===== src/rtl/vuart_reg_arbiter.sv =====
// vuart_reg_arbiter: shares the single vUART register port between two
// requesters (0 = host CSR decode, 1 = local management agent).
// Round-robin arbitration, one transaction in flight, and an optional
// per-requester lock with an idle timeout that breaks abandoned locks.
//
// Ports:
//   clk_50m, rst_50m      UART-domain clock, synchronous active-high reset
//   req_valid/req_ready   per-requester handshake (ready is a 1-cycle pulse)
//   req_write/req_lock    per-requester access type and lock request
//   req_addr/req_wdata    packed per-requester address / write data
//   rsp_valid/rsp_rdata   per-requester completion pulse and read data
//   urt_*                 vUART register port (fixed read latency)
//   grant_id              requester owning the current or last transaction
//   lock_active           lock held
//   lock_timeout          1-cycle pulse on forced lock release
module vuart_reg_arbiter #(
    parameter int unsigned ADDR_W       = 9,
    parameter int unsigned DATA_W       = 32,
    parameter int unsigned RD_LATENCY   = 1,
    parameter int unsigned LOCK_TIMEOUT = 1024
) (
    input  logic                  clk_50m,
    input  logic                  rst_50m,
    input  logic [1:0]            req_valid,
    output logic [1:0]            req_ready,
    input  logic [1:0]            req_write,
    input  logic [1:0]            req_lock,
    input  logic [2*ADDR_W-1:0]   req_addr,
    input  logic [2*DATA_W-1:0]   req_wdata,
    output logic [1:0]            rsp_valid,
    output logic [DATA_W-1:0]     rsp_rdata,
    output logic [ADDR_W-1:0]     urt_addr,
    output logic                  urt_write,
    output logic [DATA_W-1:0]     urt_writedata,
    output logic                  urt_read,
    input  logic [DATA_W-1:0]     urt_readdata,
    output logic                  grant_id,
    output logic                  lock_active,
    output logic                  lock_timeout
);

    localparam int unsigned RD_CNT_W    = (RD_LATENCY < 2) ? 1 : $clog2(RD_LATENCY);
    localparam int unsigned RD_LAST     = (RD_LATENCY < 1) ? 0 : RD_LATENCY - 1;
    localparam int unsigned TMR_W       = (LOCK_TIMEOUT == 0) ? 1 : $clog2(LOCK_TIMEOUT + 1);
    localparam int unsigned TMR_LAST    = (LOCK_TIMEOUT == 0) ? 0 : LOCK_TIMEOUT - 1;
    localparam bit          TIMEOUT_EN  = (LOCK_TIMEOUT != 0);

    typedef enum logic [1:0] {
        IDLE    = 2'd0,
        ISSUE   = 2'd1,
        WAIT_RD = 2'd2,
        RESP    = 2'd3
    } state_t;

    state_t               state, state_d;
    logic                 last_grant, last_grant_d;
    logic                 grant_id_d;
    logic                 cap_write, cap_write_d;
    logic [ADDR_W-1:0]    urt_addr_d;
    logic [DATA_W-1:0]    urt_writedata_d;
    logic                 urt_write_d, urt_read_d;
    logic [1:0]           rsp_valid_d;
    logic [DATA_W-1:0]    rsp_rdata_d;
    logic [RD_CNT_W-1:0]  rd_cnt, rd_cnt_d;
    logic                 lock_active_d;
    logic                 lock_owner, lock_owner_d;
    logic [TMR_W-1:0]     lock_timer, lock_timer_d;
    logic                 lock_timeout_d;

    logic [1:0]           eligible;
    logic                 winner;
    logic                 accept;
    logic [ADDR_W-1:0]    win_addr;
    logic [DATA_W-1:0]    win_wdata;

    // Arbitration: lock restricts eligibility to the owner, ties go to the
    // requester that did not win last time.
    always_comb begin
        eligible[0] = req_valid[0] && (!lock_active || !lock_owner);
        eligible[1] = req_valid[1] && (!lock_active ||  lock_owner);
        winner      = (eligible == 2'b11) ? ~last_grant : eligible[1];
        accept      = !rst_50m && (state == IDLE) && (eligible != 2'b00);
        win_addr    = winner ? req_addr[2*ADDR_W-1:ADDR_W]  : req_addr[ADDR_W-1:0];
        win_wdata   = winner ? req_wdata[2*DATA_W-1:DATA_W] : req_wdata[DATA_W-1:0];
        req_ready   = accept ? (2'b01 << winner) : 2'b00;
    end

    // Next-state and next-output logic.
    always_comb begin
        state_d         = state;
        last_grant_d    = last_grant;
        grant_id_d      = grant_id;
        cap_write_d     = cap_write;
        urt_addr_d      = urt_addr;
        urt_writedata_d = urt_writedata;
        urt_write_d     = 1'b0;
        urt_read_d      = 1'b0;
        rsp_valid_d     = 2'b00;
        rsp_rdata_d     = '0;
        rd_cnt_d        = rd_cnt;
        lock_active_d   = lock_active;
        lock_owner_d    = lock_owner;
        lock_timer_d    = lock_timer;
        lock_timeout_d  = 1'b0;

        case (state)
            IDLE: begin
                if (accept) begin
                    // Strobe registers are loaded here so they appear in ISSUE.
                    state_d         = ISSUE;
                    last_grant_d    = winner;
                    grant_id_d      = winner;
                    cap_write_d     = req_write[winner];
                    urt_addr_d      = win_addr;
                    urt_writedata_d = win_wdata;
                    urt_write_d     = req_write[winner];
                    urt_read_d      = ~req_write[winner];
                    lock_active_d   = req_lock[winner];
                    lock_owner_d    = winner;
                    lock_timer_d    = '0;
                end else if (lock_active && TIMEOUT_EN) begin
                    // Owner is idle here; old lock still governs this cycle.
                    if (lock_timer == TMR_W'(TMR_LAST)) begin
                        lock_active_d  = 1'b0;
                        lock_timeout_d = 1'b1;
                        lock_timer_d   = '0;
                    end else begin
                        lock_timer_d   = lock_timer + 1'b1;
                    end
                end
            end
            ISSUE: begin
                if (cap_write) begin
                    state_d     = RESP;
                    rsp_valid_d = 2'b01 << grant_id;
                end else begin
                    state_d  = WAIT_RD;
                    rd_cnt_d = '0;
                end
            end
            WAIT_RD: begin
                if (rd_cnt == RD_CNT_W'(RD_LAST)) begin
                    state_d     = RESP;
                    rsp_valid_d = 2'b01 << grant_id;
                    rsp_rdata_d = urt_readdata;
                end else begin
                    rd_cnt_d = rd_cnt + 1'b1;
                end
            end
            RESP: begin
                state_d = IDLE;
            end
            default: begin
                state_d = IDLE;
            end
        endcase
    end

    // State and registered outputs.
    always_ff @(posedge clk_50m) begin
        if (rst_50m) begin
            state         <= IDLE;
            last_grant    <= 1'b1;
            grant_id      <= 1'b0;
            cap_write     <= 1'b0;
            urt_addr      <= '0;
            urt_writedata <= '0;
            urt_write     <= 1'b0;
            urt_read      <= 1'b0;
            rsp_valid     <= 2'b00;
            rsp_rdata     <= '0;
            rd_cnt        <= '0;
            lock_active   <= 1'b0;
            lock_owner    <= 1'b0;
            lock_timer    <= '0;
            lock_timeout  <= 1'b0;
        end else begin
            state         <= state_d;
            last_grant    <= last_grant_d;
            grant_id      <= grant_id_d;
            cap_write     <= cap_write_d;
            urt_addr      <= urt_addr_d;
            urt_writedata <= urt_writedata_d;
            urt_write     <= urt_write_d;
            urt_read      <= urt_read_d;
            rsp_valid     <= rsp_valid_d;
            rsp_rdata     <= rsp_rdata_d;
            rd_cnt        <= rd_cnt_d;
            lock_active   <= lock_active_d;
            lock_owner    <= lock_owner_d;
            lock_timer    <= lock_timer_d;
            lock_timeout  <= lock_timeout_d;
        end
    end

endmodule

===== config.mk =====
export PLATFORM = sky130hd
export DESIGN_NAME = vuart_reg_arbiter
export DESIGN_NICKNAME = d
export VERILOG_FILES = /design/src/rtl/vuart_reg_arbiter.sv
export SDC_FILE = /design/constraint.sdc
export NUM_CORES = 1
export LEC_CHECK = 0
export ABC_AREA = 1
export CORE_AREA = 10 10 93 95
export CTS_CLUSTER_SIZE = 28
export DETAILED_ROUTE_END_ITERATION = 10
export DIE_AREA = 0 0 103 105
export DONT_BUFFER_PORTS = 1
export PLACE_DENSITY = 0.71
export SLEW_MARGIN = 20
export SYNTH_ARGS = -nofsm -noshare
export SYNTH_HDL_FRONTEND = slang
export SYNTH_SLANG_ARGS = --single-unit

===== constraint.sdc =====
create_clock -name clk_50m -period 4.25 [get_ports clk_50m]
set_input_delay 0.85 -clock clk_50m [delete_from_list [all_inputs] [get_ports clk_50m]]
set_output_delay 0.85 -clock clk_50m [all_outputs]
set_load 0.05 [all_outputs]

==> impl_metrics.py <==
metrics = {
    "floorplan": {
        "coreArea_um2": 6760,
        "die_x_um": 103,
        "row_count": 30,
        "chipHeight_um": 105,
        "ios": 204,
        "dieArea_um2": 10800,
        "initial_core_util": 0.581,
    },
    "worst_setup_path": {
        "start_kind": "flop",
        "critical_path_class": "reg -> out",
        "reg2reg_slack_ns": 1.55,
        "cp-end-kind": "output pin",
        "r2r-end": "urt_writedata[17]",
        "reg2reg_from": "lock_owner",
        "required_ns": 3.40,
        "reg2reg_depth": 11,
        "cp-startpoint": "lock_active",
        "cp.arrival_ns": 2.52,
        "critPathMaxFanout": 33,
    },
    "power_and_ir_drop": {
        "p_leak_nw": 1.91,
        "p_per_area_nw_per_um2": 695,
        "ir_worst_vdd_v": 0.000459,
    },
    "cts": {
        "htree_num_levels": 3,
        "cts_made_buffers": 9,
        "cts_tree": "built",
        "cts_root_buf": "clkbuf_8",
        "cts_resized": 0,
        "clock_latency_ns": 0.34,
        "cts_buffer_depth": 2,
        "postCtsSetupBuffers": 0,
        "cts.clk_slew.worst_paths_ns": 0.09,
        "postCtsHoldBufs": 0,
        "cts.sinks": 95,
    },
    "yosys": {
        "synth.distinct_cells": 32,
        "synth_commonest_cells": "237 x nand2_1, 95 x dfxtp_1, 56 x nor2_1",
        "ys_warn_count": 0,
        "synthCells": 551,
        "synth_top_area_frac": 0.485,
        "synth_top_cell_by_area": "dfxtp_1",
        "syn_area_um2": 3930,
        "netlist_top_cells_area": "dfxtp_1 48%, nand2_1 23%, nor2_1 5.4%",
        "avgSynthCellArea_um2": 7.12,
        "synth_seq_cells": 95,
        "synthFlopType": "dfxtp_1",
        "synth_nets": 678,
        "postSynth.asyncResetShare": 0,
        "synth_edf_count": 0,
        "yosysMostFrequentCell": "nand2_1",
        "ys_seq_area_frac": 0.485,
    },
    "timing": {
        "period_needed_ns": 3.37,
        "hold_viol": 0,
        "grt_setup_unrepaired": "no",
        "maxSlewViolCount": 0,
        "worst_pin_slew_ns": 0.982,
        "skew_ns": 0.00703,
        "relSlewSlack": 0.344,
        "setup_viol": 0,
        "fin_tns_setup_ns": 0,
        "fin_crit_sh": 0.794,
        "fmax_mhz": 296,
    },
    "cells_and_area": {
        "fillCellCount": 644,
        "n_antenna_cell": 0,
        "utilization": 0.600,
        "multi_input_area_um2": 1650,
        "regArea_um2": 1900,
        "area_growth_pct": 3.22,
        "drive_gt1_frac": 0.0570,
        "nets": 667,
    },
    "hold_path": {
        "holdPathStages": 2,
        "min_from": "lock_timer[10]",
        "worstHoldEndpoint": "lock_timer[10]",
        "hp-class": "reg -> reg",
    },
    "route": {
        "vias": 3183,
        "totalWireLength_um": 10300,
        "routedWlPerCell_um": 16.4,
        "via_per_inst": 5.10,
        "drt.antenna.violating_nets": 0,
        "drc_errors": 0,
        "first_pass_iters": 4,
        "drtIter0Drc": 144,
    },
    "placed_design": {
        "port_buffers": 0,
        "dp_hpwl_um": 7950,
        "place_congestion": 0.819,
    },
    "global_routing": {
        "grt_pass1_vias": 3216,
        "grt_start_max_net_pins": 48,
        "grt_pass1_wl_um": 15600,
        "grt-ovfl-total": 0,
        "antenna_found_initial": 0,
        "grt_use_total": 0.177,
    },
    "status": {
        "run_status": "finished clean",
    },
    "run": {
        "drv_cap": 0,
    },
}
-- where the power goes --
| group | internal [mW] | total [mW] | switching (mW) |
|---|---|---|---|
| registers | 1.04 | 1.61 | 0.566 |
| logic | 0.191 | 0.632 | 0.440 |
| clock network | 0.273 | 0.576 | 0.303 |
| total | 1.50 | 2.81 | 1.31 |
-- worst max path at each step --
stage,to,slack (ns),depth (start not counted)
finish,req_ready[1],0.88,4
floorplan,req_ready[0],1.88,4
detailed placement,req_ready[1],1.23,4
global route,req_ready[1],0.69,4
CTS,req_ready[1],0.85,4
global placement,req_ready[1],1.37,4
-- kinds of logic (layout without fill, tap and decap cells) --
logic type / Yosys count / in the layout / share of synthesized area
adder cells (fa/ha/maj): 5 / 5 / 0.0159
AND/OR/NAND/NOR: 331 / 331 / 0.341
AO/OA/AOI/OAI: 45 / 45 / 0.0587
flip-flops: 95 / 95 / 0.485
XOR/XNOR: 2 / 2 / 0.00446
buffers and inverters: 73 / 66 / 0.0950
-- cell usage in the layout (no fill, tap or decap), drive strengths merged --
cell | netlist | final
inv | 47 | 48
nand3 | 23 | 23
a21oi | 40 | 40
o21ai | 2 | 2
o211ai | 1 | 1
nand2 | 243 | 243
ha | 5 | 5
xor2 | 1 | 1
nand4 | 1 | 1
clkinv | 2 | 4
xnor2 | 1 | 1
nor3 | 2 | 2
and3 | 1 | 1
nor2 | 61 | 61
bufinv | 0 | 1
o22ai | 1 | 1
dfxtp | 95 | 95
clkinvlp | 0 | 2
a31oi | 1 | 1
buf | 21 | 2
clkbuf | 3 | 9
-- registers in the layout, indices dropped and copies added, names as in the netlist --
name,flops
lock_active,1
urt_addr,9
lock_owner,1
rsp_valid,2
lock_timeout,1
urt_write,1
state,2
urt_read,1
last_grant,1
urt_writedata,32
rsp_rdata,32
cap_write,1
lock_timer,11
-- stage by stage --
| step | instance area [um2] | worst slack (ns) | power (mW) | instances | hold slack (ns) |
|---|---|---|---|---|---|
| global route | 4050 | 0.687 | 2.99 | 624 | 0.483 |
| CTS | 4050 | 0.852 | 2.84 | 624 | 0.448 |
| floorplan | 3930 | 1.88 | 2.18 | 551 | 0.420 |
| global placement | 3860 | 1.37 | 2.24 | 609 | 0.430 |
| finish | 4050 | 0.876 | 2.81 | 624 | 0.451 |
| detailed placement | 3860 | 1.23 | 2.27 | 609 | 0.435 |
-- area by class of cell --
class | count | area share
clock buffer | 9 | 0.0306
clock inverter | 6 | 0.0176
inverter | 49 | 0.0466
multi-input combinational | 383 | 0.407
sequential | 95 | 0.469
tap | 80 | 0.0247
timing repair buffer | 2 | 0.00371
-- per-layer routing --
| metal | wire length, um | GRT usage |
|---|---|---|
| met4 | 134 | 0.0606 |
| met3 | 1350 | 0.0771 |
| met2 | 5030 | 0.309 |
| met1 | 3740 | 0.182 |
| met5 | 0 | 0 |
-- critical path, stage by stage (launching register included) --
cell	delay [ns]
dfxtp_1	0.74
nand2_1	0.16
nand3_1	0.15
nand3_2	0.57
nor2_8	0.55
Note: power is estimated with default switching activity, not from simulation.
